===== src/rtl/pixel_pkg.sv =====
// Shared pixel-domain constants and palette contents.
// Used by the compositor, palette ROM and timing generator.
package pixel_pkg;

  localparam int PIX_W = 12;
  localparam int IDX_W = 8;

  localparam logic [IDX_W-1:0] DEF_TRANSP_IDX = 8'h00;

  localparam PAL_FILE = "palette.mem";

  localparam int H_ACTIVE = 640;
  localparam int H_FP     = 16;
  localparam int H_SYNC   = 96;
  localparam int H_BP     = 48;
  localparam int V_ACTIVE = 480;
  localparam int V_FP     = 10;
  localparam int V_SYNC   = 2;
  localparam int V_BP     = 33;

  // Fixed game colours; remaining entries form a smooth ramp.
  function automatic logic [PIX_W-1:0] pal_entry(
    input logic [IDX_W-1:0] i
  );
    case (i)
      8'h00:   return 12'h000;
      8'h02:   return 12'h00F;
      8'h05:   return 12'hF80;
      8'h07:   return 12'h0F0;
      8'hFF:   return 12'hFFF;
      default: return {i[3:0], i[7:4], i[3:0] ^ i[7:4]};
    endcase
  endfunction

endpackage


===== src/rtl/palette_rom.sv =====
// 256x12 palette ROM, one read port.
// Registered read so the table maps onto block RAM.
module palette_rom
  import pixel_pkg::*;
(
  input  logic             clk_pix,
  input  logic             rst_n,
  input  logic [IDX_W-1:0] addr,
  output logic [PIX_W-1:0] data
);

  // Registered lookup; only the output register is reset.
  always_ff @(posedge clk_pix or negedge rst_n) begin
    if (!rst_n) data <= '0;
    else        data <= pal_entry(addr);
  end

endmodule


===== src/rtl/pixel_compositor.sv =====
// Layer priority mux, palette lookup and sync re-timing.
// Also owns the frame-counted background flash.
module pixel_compositor
  import pixel_pkg::*;
#(
  parameter int               NUM_LAYERS   = 4,
  parameter int               SPRITE_LAT   = 2,
  parameter logic [IDX_W-1:0] TRANSP_IDX   = DEF_TRANSP_IDX,
  parameter logic             SYNC_ACTIVE  = 1'b0,
  parameter logic [7:0]       FLASH_FRAMES = 8'd8,
  parameter logic [IDX_W-1:0] FLASH_IDX    = 8'hFF
) (
  input  logic                        clk_pix,
  input  logic                        rst_n,
  input  logic                        de,
  input  logic                        hsync,
  input  logic                        vsync,
  input  logic [NUM_LAYERS-1:0]       layer_on,
  input  logic [IDX_W*NUM_LAYERS-1:0] layer_idx,
  input  logic [IDX_W-1:0]            bg_idx,
  input  logic                        flash_req,
  output logic [3:0]                  vga_r,
  output logic [3:0]                  vga_g,
  output logic [3:0]                  vga_b,
  output logic                        vga_hs,
  output logic                        vga_vs,
  output logic                        flashing
);

  localparam int DLY = SPRITE_LAT + 3;

  // The RGB register acts as the final de stage.
  logic [DLY-2:0]   de_d;
  logic [DLY-1:0]   hs_d;
  logic [DLY-1:0]   vs_d;
  logic             vs_prev;
  logic             frame_tick;
  logic [7:0]       flash_cnt;
  logic [7:0]       cnt_nxt;
  logic [IDX_W-1:0] sel_idx;
  logic [IDX_W-1:0] s1_idx;
  logic [PIX_W-1:0] pal_data;
  logic [PIX_W-1:0] rgb;

  // Timing delay lines.
  always_ff @(posedge clk_pix or negedge rst_n) begin
    if (!rst_n) begin
      de_d <= '0;
      hs_d <= {DLY{~SYNC_ACTIVE}};
      vs_d <= {DLY{~SYNC_ACTIVE}};
    end else begin
      de_d <= {de_d[DLY-3:0], de};
      hs_d <= {hs_d[DLY-2:0], hsync};
      vs_d <= {vs_d[DLY-2:0], vsync};
    end
  end

  // Previous sprite-aligned vsync for edge detect.
  always_ff @(posedge clk_pix or negedge rst_n) begin
    if (!rst_n) vs_prev <= ~SYNC_ACTIVE;
    else        vs_prev <= vs_d[SPRITE_LAT-1];
  end

  assign frame_tick = (vs_d[SPRITE_LAT-1] == SYNC_ACTIVE)
                   && (vs_prev != SYNC_ACTIVE);

  // Flash count: a request reloads, ticks count down.
  always_comb begin
    cnt_nxt = flash_cnt;
    if (flash_req)
      cnt_nxt = FLASH_FRAMES;
    else if (frame_tick && flash_cnt != 8'd0)
      cnt_nxt = flash_cnt - 8'd1;
  end

  // Flash counter and its status flag.
  always_ff @(posedge clk_pix or negedge rst_n) begin
    if (!rst_n) begin
      flash_cnt <= '0;
      flashing  <= 1'b0;
    end else begin
      flash_cnt <= cnt_nxt;
      flashing  <= (cnt_nxt != 8'd0);
    end
  end

  // Highest-priority opaque layer, else background.
  always_comb begin
    logic hit;
    hit     = 1'b0;
    sel_idx = (flash_cnt != 8'd0) ? FLASH_IDX : bg_idx;
    for (int k = 0; k < NUM_LAYERS; k++) begin
      if (!hit && layer_on[k]
          && layer_idx[IDX_W*k +: IDX_W] != TRANSP_IDX) begin
        hit     = 1'b1;
        sel_idx = layer_idx[IDX_W*k +: IDX_W];
      end
    end
  end

  // S1: selected colour index.
  always_ff @(posedge clk_pix or negedge rst_n) begin
    if (!rst_n) s1_idx <= '0;
    else        s1_idx <= sel_idx;
  end

  palette_rom u_pal (
    .clk_pix (clk_pix),
    .rst_n   (rst_n),
    .addr    (s1_idx),
    .data    (pal_data)
  );

  // S3: blank to black outside the active area.
  always_ff @(posedge clk_pix or negedge rst_n) begin
    if (!rst_n)            rgb <= '0;
    else if (de_d[DLY-2])  rgb <= pal_data;
    else                   rgb <= '0;
  end

  assign vga_r  = rgb[11:8];
  assign vga_g  = rgb[7:4];
  assign vga_b  = rgb[3:0];
  assign vga_hs = hs_d[DLY-1];
  assign vga_vs = vs_d[DLY-1];

endmodule

===== config.mk =====
export PLATFORM = sky130hd
export DESIGN_NAME = pixel_compositor
export DESIGN_NICKNAME = d
export VERILOG_FILES = /design/src/rtl/pixel_pkg.sv /design/src/rtl/palette_rom.sv /design/src/rtl/pixel_compositor.sv
export SDC_FILE = /design/constraint.sdc
export NUM_CORES = 1
export LEC_CHECK = 0
export CORE_ASPECT_RATIO = 0.8
export CORE_MARGIN = 4
export CORE_UTILIZATION = 52
export CTS_CLUSTER_SIZE = 12
export DETAILED_ROUTE_END_ITERATION = 12
export GPL_TIMING_DRIVEN = 0
export PLACE_DENSITY_LB_ADDON = 0.2
export SETUP_SLACK_MARGIN = 0.02
export SYNTH_ARGS = -nofsm -noshare
export SYNTH_HDL_FRONTEND = slang
export SYNTH_HIERARCHICAL = 1
export SYNTH_SLANG_ARGS = --single-unit

===== constraint.sdc =====
create_clock -name clk_pix -period 4 [get_ports clk_pix]
set_clock_uncertainty 0.15 [all_clocks]
set_input_delay 0.8 -clock clk_pix [delete_from_list [all_inputs] [get_ports clk_pix]]
set_output_delay 0.8 -clock clk_pix [all_outputs]
set_load 0.1 [all_outputs]

; Word level (Yosys, flattened, before mapping)
; Cells that the tools add are included.
[totals]
register_bits = 56
in_bits = 50
wordCells = 47
[classes]
n_addsub = 1
n_eq_ne = 4
mux = 12
n_bitwise = 2
reduce_logical = 19
[ops]
columns = cell, count
row1 = one-hot mux 12 bit (5 select lines), 1
row2 = 2-to-1 mux 8 bit, 7
row3 = nonzero test 8 bit, 6
row4 = equality test 8 x 3 -> 1 bit (second input constant), 2
row5 = 2-to-1 mux 12 bit, 1
row6 = logical AND 1 bit, 9
row7 = equality test 8 x 2 -> 1 bit (second input constant), 1
row8 = equality test 8 bit (second input constant), 1
row9 = logical NOT 8 bit, 1
row10 = subtractor 8 x 1 -> 8 bit (second input constant), 1
row11 = XOR 4 bit, 1
row12 = logical NOT 1 bit, 3
row13 = 2-to-1 mux 1 bit, 3
row14 = NOT 1 bit, 1

; Depth between registers and ports, before layout
; Gate-level depths: netlist of run 1.
[depth]
word_depth = 15
mapped_depth = 8
depth_no_buf = 7

; Cells and area by module
; Netlist of run 1, hierarchy kept.
[by_module_without_submodules]
columns = mod, n_inst, cells_each, area_each_um2
row1 = pixel_compositor, 1, 170, 1923.1
row2 = palette_rom, 1, 58, 613.1

; Worst setup path before layout of run 1
; Ideal clock, no wire load.
[synth_timing]
path_kind = input to register
from = in layer_idx[20]
to = reg s1_idx[0]
t_arrival_ns = 2.099
path_slack_ns = 1.673
stages = 7
n_path_buf = 2
path_cell_list = or4_4 o21ai_2 and2_1 buf_6 and3_1 buf_6 o2bb2ai_1
[synth_between]
elab_chain_len = 7
[synth_lines]
columns = element, line_no
row1 = "start, declared", pixel_compositor.sv:19  ; input logic [IDX_W*NUM_LAYERS-1:0] layer_idx,
row2 = nonzero test 8 bit *, pixel_compositor.sv:94  ; && layer_idx[IDX_W*k +: IDX_W] != TRANSP_IDX) begin
row3 = logical AND 1 bit *, pixel_compositor.sv:94
row4 = 2-to-1 mux 1 bit, pixel_compositor.sv:93  ; if (!hit && layer_on[k]
row5 = logical NOT 1 bit, pixel_compositor.sv:93
row6 = logical AND 1 bit, pixel_compositor.sv:93
row7 = logical AND 1 bit, pixel_compositor.sv:94
row8 = 2-to-1 mux 8 bit *, pixel_compositor.sv:93
row9 = net sel_idx[0], pixel_compositor.sv:40  ; logic [IDX_W-1:0] sel_idx;
row10 = "end signal, assigned", pixel_compositor.sv:104  ; else s1_idx <= sel_idx;
row11 = "end, declared", pixel_compositor.sv:41  ; logic [IDX_W-1:0] s1_idx;
; Mark *: on every way through the listed nets, which the timed path passes. The rest lies on a longest branch.

; Final worst setup path of run 1
[layout_timing]
from = reg hs_d[4]
to = out vga_hs
[layout_lines]
columns = element, line_no
row1 = "start, declared", pixel_compositor.sv:34  ; logic [DLY-1:0] hs_d;
row2 = "start signal, assigned", pixel_compositor.sv:49  ; hs_d <= {DLY{~SYNC_ACTIVE}};
row3 = "start signal, assigned", pixel_compositor.sv:53  ; hs_d <= {hs_d[DLY-2:0], hsync};
row4 = "end, declared", pixel_compositor.sv:25  ; output logic vga_hs,
; No word-level cell between the ends.

==> impl_metrics.csv, run 1 <==
group,metric,value,unit
clock_network,cts_resized,0,
place,numPortBuffers,62,
clock_network,cts_made_buffers,5,
critical_path,rr_startpoint,"flash_cnt[0]",
min_path,hold_path_depth,0,
critical_path,regToRegSetupSlack,1.68,ns
critical_path,worst_r2r_path_depth,7,
place,gp_congestion,0.925,
final_layout,mostFrequentLayoutCell,"clkdlybuf4s50_1",
outcome,run_status,"finished clean",
logic_synthesis,synth_nets,280,
final_layout,layout-drive-gt1-share,11.4,%
logic_synthesis,netlist_instances,228,
clock_network,path_clk_slew,0.10,ns
die,start_util,54.5,%
routing,vias,2014,
final_layout,ff_latch_area,1390,um2
routing,wl_per_cell,14.9,um
logic_synthesis,ys_seq_area_share,54.8,%
global_routing,met1_usage,26.3,%
sta,worstMarginPinSlew,0.972,ns
logic_synthesis,synth-seq-cells,55,
routing,post_drt_via_cell_ratio,5.61,
critical_path,worstPathRequired,3.05,ns
critical_path,r2r_end,"flashing",
clock_network,post_cts_buffers,0,
die,coreArea,4650,um2
global_routing,grt_max_degree,36,
clock_network,cts_max_level,2,
min_path,min_to,"vs_d[1]",
clock_network,cts_hold_buf,0,
routing,drc,0,
final_layout,final_cell_mix,"61 x clkdlybuf4s50_1, 45 x dfrtp_1, 18 x nand2_1, 18 x o21ai_0, 14 x and2_1",
die,dieHeight,70.5,um
sta,slew-limit-headroom,35.0,%
routing,wl,5350,um
critical_path,crit_chain,"clkdlybuf4s50_1",
critical_path,path_buf_inv,1,
clock_network,cts_tree,"done",
critical_path,cpPeakStageDelay,1.12,ns
critical_path,worst-path-max-fanout,1,
die,io_pins,65,
critical_path,critical_path.top_delay_family,"buffers and inverters",
logic_synthesis,async_flop_share,100,%
critical_path,cp_slowest_cell,"clkdlybuf4s50_1",
final_layout,diodes,0,
critical_path,cp.arrival,1.97,ns
global_routing,track_usage,19.2,%
critical_path,critPathLaunchType,"flip-flop",
routing,drt_iter0_markers,136,
critical_path,endpoint_kind,"primary output",
global_routing,grt_pass1_wl,9160,um
run,drv_cap,0,
die,num_rows,22,
sta,setup_viol,0,
place,postPlaceCellArea,3250,um2
global_routing,grtUsageMet2,29.0,%
power,p_per_area,386,nW/um2
sta,period_minus_slack,2.92,ns
sta,holdWs,0.195,ns
die,dieWidth,86.1,um
clock_network,cts.sinks,55,
routing,dr.pass1.iters,4,
logic_synthesis,synth-edff-count,0,
clock_network,cts-root-buf,"clkbuf_8",
clock_network,clockBufferDepth,2,
final_layout,multi_input_area,1010,um2
sta,finalCritPeriodShare,72.9,%
clock_network,clock_latency,0.31,ns
final_layout,area_growth,32.2,%
final_layout,final_nets,350,
logic_synthesis,netlist_area,2540,um2
sta,hold_violations,0,
power,p_leak,1.35,nW
global_routing,grt_most_used_layer,"met2",
die,die_area,6070,um2
min_path,min-delay-start,"vs_d[0]",
global_routing,grt_overflow,0,
min_path,hold_path_class,"reg -> reg",
power,power.total,0.00130,W
routing,ant_nets,0,
sta,rsz0062_at_grt,"no",
sta,slew_violations,0,
power,peakVddDrop,0.285,mV
global_routing,antenna_found_initial,0,
logic_synthesis,yosysUniqueCellTypes,48,
logic_synthesis,yosys_warnings,6,
final_layout,fill_cells,360,
logic_synthesis,synth_ff_type,"dfrtp_1",
global_routing,grt_pass1_vias,1997,
sta,max_freq,343,MHz
global_routing,grt.met3_usage,5.66,%
logic_synthesis,synth_area_per_cell,11.1,um2
place,hpwl,4210,um
final_layout,final_area,3350,um2
sta,tns,0,ns
critical_path,critical_path_class,"reg -> out",
cells in the mapped netlist, types with 3 or more instances:
cell type	n	share of area [%]
xnor2_1	3	1.0
a211oi_1	3	0.89
nand3b_1	3	0.89
nand2b_1	3	0.74
dfrtp_1	45	44
and2_1	14	3.5
buf_6	5	2.2
a21oi_1	13	2.6
o21ai_0	18	3.6
dfstp_2	10	10
or4_4	3	1.3
nor2_1	8	1.2
nor4_1	3	0.74
a32o_1	8	3.2
inv_1	6	0.89
or4_1	7	2.1
a31oi_1	3	0.74
o2bb2ai_1	8	2.8
clkbuf_1	5	0.74
nand2_1	18	2.7
nand3_1	3	0.59
kinds of logic (layout without fill, tap and decap cells):
| logic type | count (synthesis) | in the layout | synth area share (%) |
|---|---|---|---|
| simple gates | 75 | 75 | 17.9 |
| compound gates | 69 | 69 | 18.6 |
| flops | 55 | 55 | 54.8 |
| buf+inv | 20 | 91 | 5.23 |
| xor+xnor | 5 | 5 | 1.73 |
| fa+ha+maj | 2 | 2 | 0.987 |
| mux | 2 | 2 | 0.789 |
per-stage QoR:
stage | util (%) | instances | setup slack [ns]
2_1_floorplan | - | 228 | 1.67
3_3_place_gp | 69.5 | 350 | 0.477
3_5_place_dp | 69.8 | 351 | 1.05
4_1_cts | 72.1 | 359 | 1.07
5_1_grt | 72.1 | 359 | 1.03
6_report | 72.1 | 359 | 1.08
worst max-delay path by stage:
stage	to	slack (ns)	cells past startpoint	from
finish	vga_hs	1.08	1	hs_d[4]
global route	vga_hs	1.03	1	hs_d[4]
CTS	vga_hs	1.07	1	hs_d[4]
detailed placement	s1_idx[7]	1.05	7	layer_idx[5]
global placement	s1_idx[6]	0.48	1	rst_n
floorplan	s1_idx[0]	1.67	7	layer_idx[20]
sequential cells by signal (all words and copies together) (netlist names):
name        cells
de_d            4
flash_cnt       8
rgb            12
hs_d            5
u_pal/data     12
flashing        1
s1_idx          8
vs_d            5
per-layer routing:
| layer | vias to the layer above | routed length (um) |
|---|---|---|
| li1 | 975 | - |
| met1 | 958 | 2490 |
| met2 | 73 | 2370 |
| met3 | 8 | 388 |
| met4 | 0 | 98 |
| met5 | - | 0 |
report_power, final:
group	switching [W]	internal, W
clock	0.000176	0.000164
sequential	0.0000228	0.000607
combinational	0.000198	0.000126
total	0.000397	0.000898
worst register-to-register path, delay by kind of cell, from the launching register on:
kind | cells | cell delay (ns)
and+or+nand+nor | 4 | 1.19
buffers and inverters | 1 | 0.11
DFF | 1 | 0.43
xor gates and xnor gates | 1 | 0.17
adders and majority gates | 1 | 0.15
cell type report:
cell class	instances	share of cell area, %
Clock buffer	7	2.91
Inverter	6	0.672
Multi-Input combinational cell	153	30.3
Sequential cell	55	41.4
Clock inverter	1	0.261
Timing Repair Buffer	63	19.0
Tap cell	60	2.24
Buffer	14	3.28
Power figures use the tool's default switching activity.
==> inputs of run 2 (changes only) <==
--- a/config.mk
+++ b/config.mk
@@ -7,7 +7,7 @@
 export LEC_CHECK = 0
 export CORE_ASPECT_RATIO = 0.8
 export CORE_MARGIN = 4
-export CORE_UTILIZATION = 52
+export CORE_UTILIZATION = 44
 export CTS_CLUSTER_SIZE = 12
 export DETAILED_ROUTE_END_ITERATION = 12
 export GPL_TIMING_DRIVEN = 0
==> constraint.sdc (replaced) <==
create_clock -name clk_pix -period 2.5 [get_ports clk_pix]
set_clock_uncertainty 0.15 [all_clocks]
set_input_delay 0.5 -clock clk_pix [delete_from_list [all_inputs] [get_ports clk_pix]]
set_output_delay 0.5 -clock clk_pix [all_outputs]
set_load 0.1 [all_outputs]
==> impl_metrics.csv, run 2 (same netlist as run 1, synthesis figures left out) <==
group,metric,value,unit
global_routing,grt_max_degree,36,
sta,holdWs,0.205,ns
sta,slew_violations,0,
clock_network,path_clk_slew,0.09,ns
place,dp_slack,-0.145,ns
global_routing,grt_overflow,0,
global_routing,antenna_found_initial,0,
critical_path,worst-path-max-fanout,1,
critical_path,cp.arrival,1.77,ns
routing,drc,0,
final_layout,final_nets,351,
routing,ant_nets,0,
outcome,run_status,"finished clean",
die,dieWidth,92.9,um
routing,post_drt_via_cell_ratio,5.27,
final_layout,top_regs,"rgb x12, u_pal/data x12",
critical_path,cp_slowest_cell,"clkdlybuf4s50_1",
power,p_leak,1.37,nW
clock_network,clock_latency,0.31,ns
die,start_util,45.9,%
final_layout,final_cell_mix,"58 x clkdlybuf4s50_1, 45 x dfrtp_1, 18 x nand2_1, 18 x o21ai_0, 14 x and2_1",
place,hpwl,4100,um
global_routing,grt_pass1_wl,8830,um
place,gp_congestion,0.917,
clock_network,cts-root-buf,"clkbuf_8",
critical_path,cpPeakStageDelay,1.13,ns
critical_path,critPathLaunchType,"flip-flop",
critical_path,crit_chain,"clkdlybuf4s50_1",
global_routing,grt_pass1_vias,1906,
sta,finalCritPeriodShare,96.6,%
die,io_pins,65,
sta,worstMarginPinSlew,0.983,ns
critical_path,path_buf_inv,1,
run,drv_cap,0,
clock_network,cts_max_level,2,
die,die_area,7050,um2
final_layout,area_growth,33.6,%
clock_network,clockBufferDepth,2,
power,p_per_area,604,nW/um2
die,coreArea,5530,um2
power,peakVddDrop,0.246,mV
routing,wl_per_cell,13.8,um
final_layout,diodes,0,
final_layout,final_cells,378,
routing,vias,1993,
critical_path,worstPathRequired,1.85,ns
place,numPortBuffers,62,
min_path,hold_path_class,"reg -> reg",
die,dieHeight,75.9,um
routing,drt_iter0_markers,147,
clock_network,cts_made_buffers,5,
sta,setup_viol,0,
global_routing,track_usage,15.5,%
sta,final_critical_path_setup_slack,0.0849,ns
routing,wl,5220,um
sta,hold_violations,0,
die,num_rows,24,
sta,rsz0062_at_grt,"no",
sta,period_minus_slack,2.42,ns
place,dp.cells,369,
final_layout,mostFrequentLayoutCell,"clkdlybuf4s50_1",
clock_network,cts.sinks,55,
sta,slew-limit-headroom,34.3,%
sta,max_freq,414,MHz
routing,dr.pass1.iters,4,
critical_path,critical_path.top_delay_family,"buffers and inverters",
critical_path,endpoint_kind,"primary output",
final_layout,layout-drive-gt1-share,12.0,%
clock_network,cts_tree,"done",
critical_path,critical_path_class,"reg -> out",
==> run 2: cell count changes in the layout (fill, tap and decap cells not counted), sizes merged <==
cell,change
dlygate4sd2,+2
clkdlybuf4s50,-3
clkinvlp,+1
inv,-1
dlymetal6s2s,+1
dlygate4sd3,+1
==> run 2: area by class of cell <==
type                            instances  area [um2]
Timing Repair Buffer                   64         646
Buffer                                 14         110
Tap cell                               78        97.6
Sequential cell                        55        1390
Clock buffer                            7        96.3
Multi-Input combinational cell        153        1020
Fill cell                             462        2140
Inverter                                6        22.5
Clock inverter                          1        7.51
==> run 2: final timing paths <==
check	endpoint	depth (start not counted)	slack, ns	start
max in group asynchronous	vs_d[1]	3	1.08	rst_n
hold / removal	de_d[3]	0	0.20	de_d[2]
setup / recovery	vga_b[1]	1	0.08	rgb[1]
setup reg to reg	flashing	8	0.14	flash_cnt[0]
min in group asynchronous	rgb[9]	2	0.52	rst_n
hold reg to reg	de_d[3]	0	0.20	de_d[2]
==> run 2: routing by layer <==
metal	vias to the layer above	share of wire (%)	track usage, %	wire length (um)
met5	-	0	0	0
met1	923	47	22.3	2470
met2	80	43	22.2	2240
met4	0	2.3	5.86	118
met3	11	7.5	4.06	390
li1	979	-	-	-
==> run 2: power by group <==
group	leakage (nW)	switching [W]	internal (W)	total (W)
Sequential	0.654	0.0000357	0.000971	0.00101
Combinational	0.664	0.000317	0.000202	0.000519
Clock	0.0505	0.000268	0.000252	0.000520
==> run 2: per-stage QoR <==
stage | util [%] | setup TNS, ns | total power (W) | cell area (um2)
6_report | 61.3 | 0 | 0.00205 | 3390
5_1_grt | 61.3 | 0 | 0.00215 | 3390
4_1_cts | 61.2 | 0 | 0.00207 | 3380
3_5_place_dp | 59.2 | -1.08 | 0.00154 | 3270
3_3_place_gp | 58.9 | -36.83 | 0.00153 | 3250
2_1_floorplan | - | 0 | 0.00135 | 2540
==> run 2: what timing repair did <==
item	CTS	global route
hold buffers	1	0
hold endpoints to repair	12	0
setup buffers	0	0
setup endpoints to repair	2	2
gates resized for setup	2	2
cloned	0	0
